### src/rtl/collision_detect.sv
// Bird/pipe pixel-overlap detector: glitch filter, grace period, vblank-aligned pulse.
// Optional ground band hit when COLLISION_GROUND_EN is defined.
module collision_detect #(
    parameter int unsigned MIN_OVERLAP  = 4,
    parameter int unsigned GRACE_FRAMES = 30,
    parameter int unsigned GROUND_Y     = 560
) (
    input  logic        i_clk,
    input  logic        i_rst,
    input  logic        i_enable,
    input  logic        i_game_rst,
    input  logic [10:0] i_hcount,
    input  logic [10:0] i_vcount,
    input  logic        i_vblnk,
    input  logic        i_bird_px,
    input  logic        i_pipe_px,
    output logic        o_collision,
    output logic        o_armed,
    output logic [10:0] o_hit_x,
    output logic [10:0] o_hit_y
);

    typedef enum logic [1:0] {
        S_IDLE  = 2'd0,
        S_GRACE = 2'd1,
        S_ARMED = 2'd2,
        S_HIT   = 2'd3
    } state_t;

    localparam logic [3:0]  LP_MIN      = 4'(MIN_OVERLAP);
    localparam logic [7:0]  LP_GRACE    = 8'(GRACE_FRAMES);
    localparam logic [10:0] LP_GROUND_Y = 11'(GROUND_Y);

`ifdef COLLISION_GROUND_EN
    localparam bit LP_GROUND_EN = 1'b1;
`else
    localparam bit LP_GROUND_EN = 1'b0;
`endif

    state_t      r_state;
    logic        r_vblnk_q;
    logic [3:0]  r_run;
    logic [7:0]  r_grace;
    logic        r_hit_flag;
    logic        r_collision;
    logic        r_armed;
    logic [10:0] r_hit_x;
    logic [10:0] r_hit_y;

    logic        w_fe;
    logic        w_ov;
    logic        w_line_start;
    logic [3:0]  w_run_nxt;
    logic        w_run_hit;
    logic        w_ground;

    assign w_fe         = i_vblnk & ~r_vblnk_q;
    assign w_ov         = i_bird_px & i_pipe_px & ~i_vblnk;
    assign w_line_start = (i_hcount == 11'd0);

    // Run restarts on any gap and at the left edge of every line.
    always_comb begin
        w_run_nxt = 4'd0;
        if (w_ov && !w_line_start) begin
            w_run_nxt = (r_run == LP_MIN) ? r_run : r_run + 4'd1;
        end
    end

    assign w_run_hit = w_ov && !w_line_start
                    && (r_run != LP_MIN)
                    && ((r_run + 4'd1) == LP_MIN);

    assign w_ground = LP_GROUND_EN & i_bird_px & ~i_vblnk
                    & (i_vcount >= LP_GROUND_Y);

    always_ff @(posedge i_clk) begin
        if (i_rst) begin
            r_state     <= S_IDLE;
            r_vblnk_q   <= 1'b0;
            r_run       <= 4'd0;
            r_grace     <= 8'd0;
            r_hit_flag  <= 1'b0;
            r_collision <= 1'b0;
            r_armed     <= 1'b0;
            r_hit_x     <= 11'd0;
            r_hit_y     <= 11'd0;
        end else begin
            r_vblnk_q   <= i_vblnk;
            r_collision <= 1'b0;
            if (i_game_rst) begin
                r_state    <= S_GRACE;
                r_armed    <= 1'b0;
                r_grace    <= 8'd0;
                r_run      <= 4'd0;
                r_hit_flag <= 1'b0;
                r_hit_x    <= 11'd0;
                r_hit_y    <= 11'd0;
            end else if (!i_enable) begin
                r_state    <= S_IDLE;
                r_armed    <= 1'b0;
                r_grace    <= 8'd0;
                r_run      <= 4'd0;
                r_hit_flag <= 1'b0;
            end else begin
                unique case (r_state)
                    S_IDLE: begin
                        r_state <= S_GRACE;
                        r_grace <= 8'd0;
                    end
                    S_GRACE: begin
                        if (r_grace == LP_GRACE) begin
                            r_state    <= S_ARMED;
                            r_armed    <= 1'b1;
                            r_run      <= 4'd0;
                            r_hit_flag <= 1'b0;
                        end else if (w_fe && (r_grace != 8'hFF)) begin
                            r_grace <= r_grace + 8'd1;
                        end
                    end
                    S_ARMED: begin
                        r_run <= w_run_nxt;
                        if (w_fe) begin
                            r_hit_flag <= 1'b0;
                            if (r_hit_flag) begin
                                r_collision <= 1'b1;
                                r_state     <= S_HIT;
                                r_armed     <= 1'b0;
                            end
                        end else if (!r_hit_flag && (w_run_hit || w_ground)) begin
                            r_hit_flag <= 1'b1;
                            if (w_run_hit) begin
                                r_hit_x <= i_hcount;
                                r_hit_y <= i_vcount;
                            end
                        end
                    end
                    S_HIT: begin
                        r_run      <= 4'd0;
                        r_hit_flag <= 1'b0;
                    end
                    default: begin
                        r_state <= S_IDLE;
                        r_armed <= 1'b0;
                    end
                endcase
            end
        end
    end

    assign o_collision = r_collision;
    assign o_armed     = r_armed;
    assign o_hit_x     = r_hit_x;
    assign o_hit_y     = r_hit_y;

endmodule

### config.mk
export PLATFORM = sky130hd
export DESIGN_NAME = collision_detect
export DESIGN_NICKNAME = d
export VERILOG_FILES = /design/src/rtl/collision_detect.sv
export SDC_FILE = /design/constraint.sdc
export NUM_CORES = 1
export LEC_CHECK = 0
export CAP_MARGIN = 20
export CELL_PAD_IN_SITES_DETAIL_PLACEMENT = 2
export CELL_PAD_IN_SITES_GLOBAL_PLACEMENT = 2
export CORE_MARGIN = 3
export CORE_UTILIZATION = 28
export CTS_CLUSTER_SIZE = 25
export DETAILED_ROUTE_END_ITERATION = 8
export PLACE_DENSITY_LB_ADDON = 0.3
export REMOVE_ABC_BUFFERS = 1
export SYNTH_ARGS = -nofsm -noshare
export SYNTH_HDL_FRONTEND = slang
export SYNTH_SLANG_ARGS = --single-unit
### constraint.sdc
create_clock -name i_clk -period 1.95 [get_ports i_clk]
set_input_delay 0.39 -clock i_clk [delete_from_list [all_inputs] [get_ports i_clk]]
set_output_delay 0.39 -clock i_clk [all_outputs]
set_load 0.005 [all_outputs]
==> results.txt <==
The run finished with clean final reports. For this run the aggregate overflow at the end of global routing stands at 0. The number of global-route vias before repair was around 2300.

In the routed layout, each cell is associated on average with a via count of slightly above 5. The max-cap check violation count is 0. The classification of the worst setup path is in -> reg. The startpoint identified for the worst hold timing path is o_hit_y[1]$_SDFFE_PP0P_.

Data on the critical path is required at its endpoint by roughly 2.2 ns. Dividing the detail-routed wire length by the instance count gives 16.5 um. The die height came out at roughly 90 um. The worst setup path is captured at a register. Registers are responsible for ~53% of the overall power. The net switching power is slightly below 0.4 mW. The count of nets left with antenna violations once routing finished came out at 0.

The number of cells produced by synthesis is approximately 240. In this design, the largest share of critical-path delay is due to buffers and inverters. The global placer's final weighted congestion came out at between 0.8 and 0.9. For this run, global-route usage on met2 was measured as between 30% and 40%.

The sequential-to-total area share from yosys stat came out at around two fifths. The maximum level of the CTS H-tree is 2. Internal power comes to 1.16 mW. The routing layer with the top usage in global route is met2. The cell sitting at the root of the clock tree is a sky130_fd_sc_hd__clkbuf_8. The number of synthesized register bits is 40.

The number of cells traversed by the worst register-to-register path came out at 6. The standby leakage power came out at ~1.0 nW. The number of distinct standard cells referenced by the synthesized netlist came out at between 40 and 50. The dominant synthesized flop cell is sky130_fd_sc_hd__dfxtp_1. The cell row count is 30. The number of buffers on the longest clock path is 2. Of the cells placed in the final design, the portion with a size suffix greater than 1 is between 10 and 15%.

The routed layout has between 2000 and 2500 vias. The clock latency at the later pin of the worst-skew pair came out at about 0.29 ns. The number of antenna violations at the first check in global routing came to 0.

The final setup violation count is 0. The maximum clock rate is between 500 and 600 MHz. For this design, the slowest cell found on the critical path is sky130_fd_sc_hd__clkdlybuf4s50_1.

The number of DRC markers after the initial detailed-route iteration came out at 37. After detailed routing, the number of remaining DRC violations is 0. The repair_antennas step left the layout with diodes totalling 0. TritonCTS built the clock tree.

The starting utilization of the core area came out at about 30%. The area share of the largest cell type after synthesis came out at 39.6%. The number of flops mapped to enable cells by yosys came out at 0. Clock-pin slew was measured on the worst setup and hold paths at approximately 0.080 ns. Along the worst path, the maximum fanout reaches 7. The hold-critical path endpoint is o_hit_y[1]$_SDFFE_PP0P_. The worst register-to-register path ends at r_run[3]$_SDFFE_PP0P_.

The share of synthesized registers carrying an async set or reset is 0%. The final non-filler cell area came out at just under 3000 um2. The core region is between 6000 and 7000 um2. The horizontal extent of the die is between 90 and 100 um. In this run the cell area measured after placement is ~2800 um2.

STA classifies the critical path startpoint as an input port. By area the synthesized netlist is led by sky130_fd_sc_hd__dfxtp_1 (40%), sky130_fd_sc_hd__nand4_1 (7.7%), sky130_fd_sc_hd__o21ai_1 (6.2%), sky130_fd_sc_hd__nand2_1 (5.9%), sky130_fd_sc_hd__ha_1 (5.6%). The number of sinks on the clock net came out at 40. The total buffers and inverters traversed by the critical path is 2.

Combinational cells account for 11.5% of the total power. The detailed placement HPWL is 5040 um. The aggregate routed wire length is 6610 um. Setup repair after global routing left no endpoint under its margin. The highest cell delay on the worst timing path is 0.50 ns. The share of total power consumed by net switching came out at 25.2%.

The final count of pins violating max slew is 0. The number of iterations in the first detailed-routing pass came out at 3. The startpoint identified for the worst register-to-register timing path is r_grace[0]$_SDFFE_PP0P_.

The global routing met1 resource utilization came out at 17.6%. Of the available clock period, the critical path in the final layout requires 93.8%. The min-delay analysis places its worst path in the category reg -> reg.

The signal arrival time at the worst endpoint is ~2 ns. The first global-routing pass estimated 10900 um of wire. The final layout net count came out at around 340. A synthesized cell averages around 8.6 um2. Power spread over the standard cell area amounts to 533 nW/um2.

The area growth from synthesis to layout is 43.8%. The cts-stage hold buffer count came out at 0. The post-synthesis instance area is just over 2000 um2. In this run the count of I/O pins placed on the die edge is 53. The global routing usage on met3 is about 5.6%. The post-synthesis cell type with the largest combined area is sky130_fd_sc_hd__dfxtp_1. The floorplan step defined a die boundary enclosing between 8000 and 9000 um2. For the pin with the worst max-slew slack, the measured transition is 0.489 ns.

The critical path goes through clkdlybuf4s50_1 -> or3b_1 -> buf_4 -> nor2_1 -> nand3_1 -> o32ai_2. The TritonCTS buffer count came out at 5. The number of buffers inserted by port buffering came out at 52.

The headroom to the max-slew limit came out at 67.2%. Counting instances, the worst hold path has a depth of 2. The clock share of power is 35.2%. The final setup skew is 0.00426 ns. The global routing usage summed across all routing layers is roughly 16%.

The worst slack after detailed placement is -0.195 ns. Entering global routing, the biggest net connects 45 pins. Yosys printed 0 warnings.

The maximum vdd ir drop is roughly 0.27 mV. In this run the register-to-register setup slack is between 0.1 and 0.15 ns. The final number of hold-violating endpoints is 0.

In the post-route analysis, the smallest setup slack over all paths is ~0.12 ns. The final critical-path required period came out at approximately 1.8 ns.
==> what timing repair did <==
| item | CTS | global route |
|---|---|---|
| resized for setup | 0 | 3 |
| buffers inserted | 0 | 0 |
| endpoints found under the setup margin | 0 | 23 |
| hold endpoints to repair | 0 | 0 |
==> cells in the final DEF, fill, tap and decap left out, types with 2 or more instances in the layout <==
master                            synthesis  layout
sky130_fd_sc_hd__a211oi_1                 2       2
sky130_fd_sc_hd__a21boi_1                 2       2
sky130_fd_sc_hd__a21o_1                   2       2
sky130_fd_sc_hd__a21oi_1                  9       9
sky130_fd_sc_hd__and4b_1                  2       2
sky130_fd_sc_hd__buf_12                   0       2
sky130_fd_sc_hd__buf_4                    0      21
sky130_fd_sc_hd__clkbuf_8                 0       5
sky130_fd_sc_hd__clkdlybuf4s50_1          0      52
sky130_fd_sc_hd__dfxtp_1                 40      40
sky130_fd_sc_hd__ha_1                     9       8
sky130_fd_sc_hd__inv_1                    8       8
sky130_fd_sc_hd__mux2i_1                  2       2
sky130_fd_sc_hd__nand2_1                 32      32
sky130_fd_sc_hd__nand2b_1                 3       3
sky130_fd_sc_hd__nand3_1                  6       6
sky130_fd_sc_hd__nand4_1                 25      25
sky130_fd_sc_hd__nor2_1                   7       6
sky130_fd_sc_hd__nor2b_1                  3       3
sky130_fd_sc_hd__nor3_1                   4       4
sky130_fd_sc_hd__nor3b_1                  2       2
sky130_fd_sc_hd__nor4_1                   2       2
sky130_fd_sc_hd__nor4_2                   2       2
sky130_fd_sc_hd__o21ai_1                 25      25
sky130_fd_sc_hd__o31ai_1                  4       4
sky130_fd_sc_hd__or3b_1                   2       2
sky130_fd_sc_hd__or4_1                    5       5
==> logic make-up after synthesis <==
family	after synthesis	share of synthesized area, %
buffers and inverters	21	4.15
AND/OR/NAND/NOR	105	30.5
multiplexers	2	0.990
flip-flops	40	39.6
AO/OA/AOI/OAI	58	19.2
adder cells (fa/ha/maj)	9	5.57
==> stage by stage <==
stage / util, % / power, mW / hold WS (ns) / TNS, ns / instances
after floorplan: - / 0.906 / 0.445 / -12.53 / 222
after global placement: 40.7 / 1.02 / 0.435 / -2.16 / 393
after detailed placement: 40.7 / 1.02 / 0.446 / -4.61 / 393
after CTS: 41.8 / 1.58 / 0.461 / 0 / 400
after global routing: 42.1 / 1.63 / 0.480 / 0 / 400
final: 42.1 / 1.55 / 0.455 / 0 / 400
==> layer usage <==
metal  part of all wire (%)  up-vias
li1                       -     1012
met1                     42      998
met2                     52       37
met3                    6.0        2
met4                   0.38        0
met5                      0        -
==> power groups by stage <==
stage                     Clock, mW  Sequential [mW]  Combinational (mW)
after floorplan                   0            0.844              0.0619
after global placement            0            0.845               0.173
after detailed placement          0            0.846               0.178
after CTS                     0.570            0.826               0.180
after global routing          0.611            0.827               0.195
final                         0.545            0.826               0.179
==> flip-flops by register name (all words and copies together) (netlist names) <==
register	flops
o_hit_x	11
o_hit_y	11
r_grace	8
r_run	4
r_state	2
o_armed	1
o_collision	1
r_hit_flag	1
r_vblnk_q	1
==> cell usage after synthesis (4+ instances only) <==
cell and n:
sky130_fd_sc_hd__dfxtp_1 40, sky130_fd_sc_hd__nand2_1 32, sky130_fd_sc_hd__nand4_1 25, sky130_fd_sc_hd__o21ai_1 25, sky130_fd_sc_hd__a21oi_1 9, sky130_fd_sc_hd__clkbuf_1 9, sky130_fd_sc_hd__ha_1 9, sky130_fd_sc_hd__inv_1 8
sky130_fd_sc_hd__nor2_1 7, sky130_fd_sc_hd__nand3_1 6, sky130_fd_sc_hd__or4_1 5, sky130_fd_sc_hd__buf_2 4, sky130_fd_sc_hd__nor3_1 4, sky130_fd_sc_hd__o31ai_1 4
==> worst register-to-register path: stages, from the launching register on <==
cell and delay (ns):
sky130_fd_sc_hd__dfxtp_1 0.35, sky130_fd_sc_hd__inv_1 0.09, sky130_fd_sc_hd__ha_1 0.17, sky130_fd_sc_hd__nand4b_1 0.28, sky130_fd_sc_hd__o21ai_2 0.39, sky130_fd_sc_hd__nand3_1 0.21
sky130_fd_sc_hd__o32ai_2 0.27
==> cell type report <==
| cell class | instances | area [um2] |
|---|---|---|
| fillers | 804 | 4000 |
| multi-input cells | 174 | 1160 |
| flip-flops and latches | 40 | 801 |
| repair buffers | 75 | 718 |
| well taps | 96 | 120 |
| clock buffers | 5 | 68.8 |
| inverters | 8 | 30.0 |
| clock inverters | 2 | 12.5 |
==> how the worst max path moves through the flow <==
stage                                       start                 endpoint  slack [ns]  depth (start not counted)
after floorplan           r_state[0]$_SDFFE_PP0P_  o_hit_x[0]$_SDFFE_PP0P_       -0.53                          6
after global routing      r_grace[1]$_SDFFE_PP0P_  r_grace[0]$_SDFFE_PP0P_       0.002                          5
after detailed placement                 i_enable    r_run[3]$_SDFFE_PP0P_       -0.19                          6
after CTS                                i_enable    r_run[3]$_SDFFE_PP0P_        0.11                          6
after global placement                   i_enable    r_run[3]$_SDFFE_PP0P_       -0.14                          6
final                                    i_enable    r_run[3]$_SDFFE_PP0P_        0.12                          6
No activity file was read; power rests on OpenSTA's default activity.
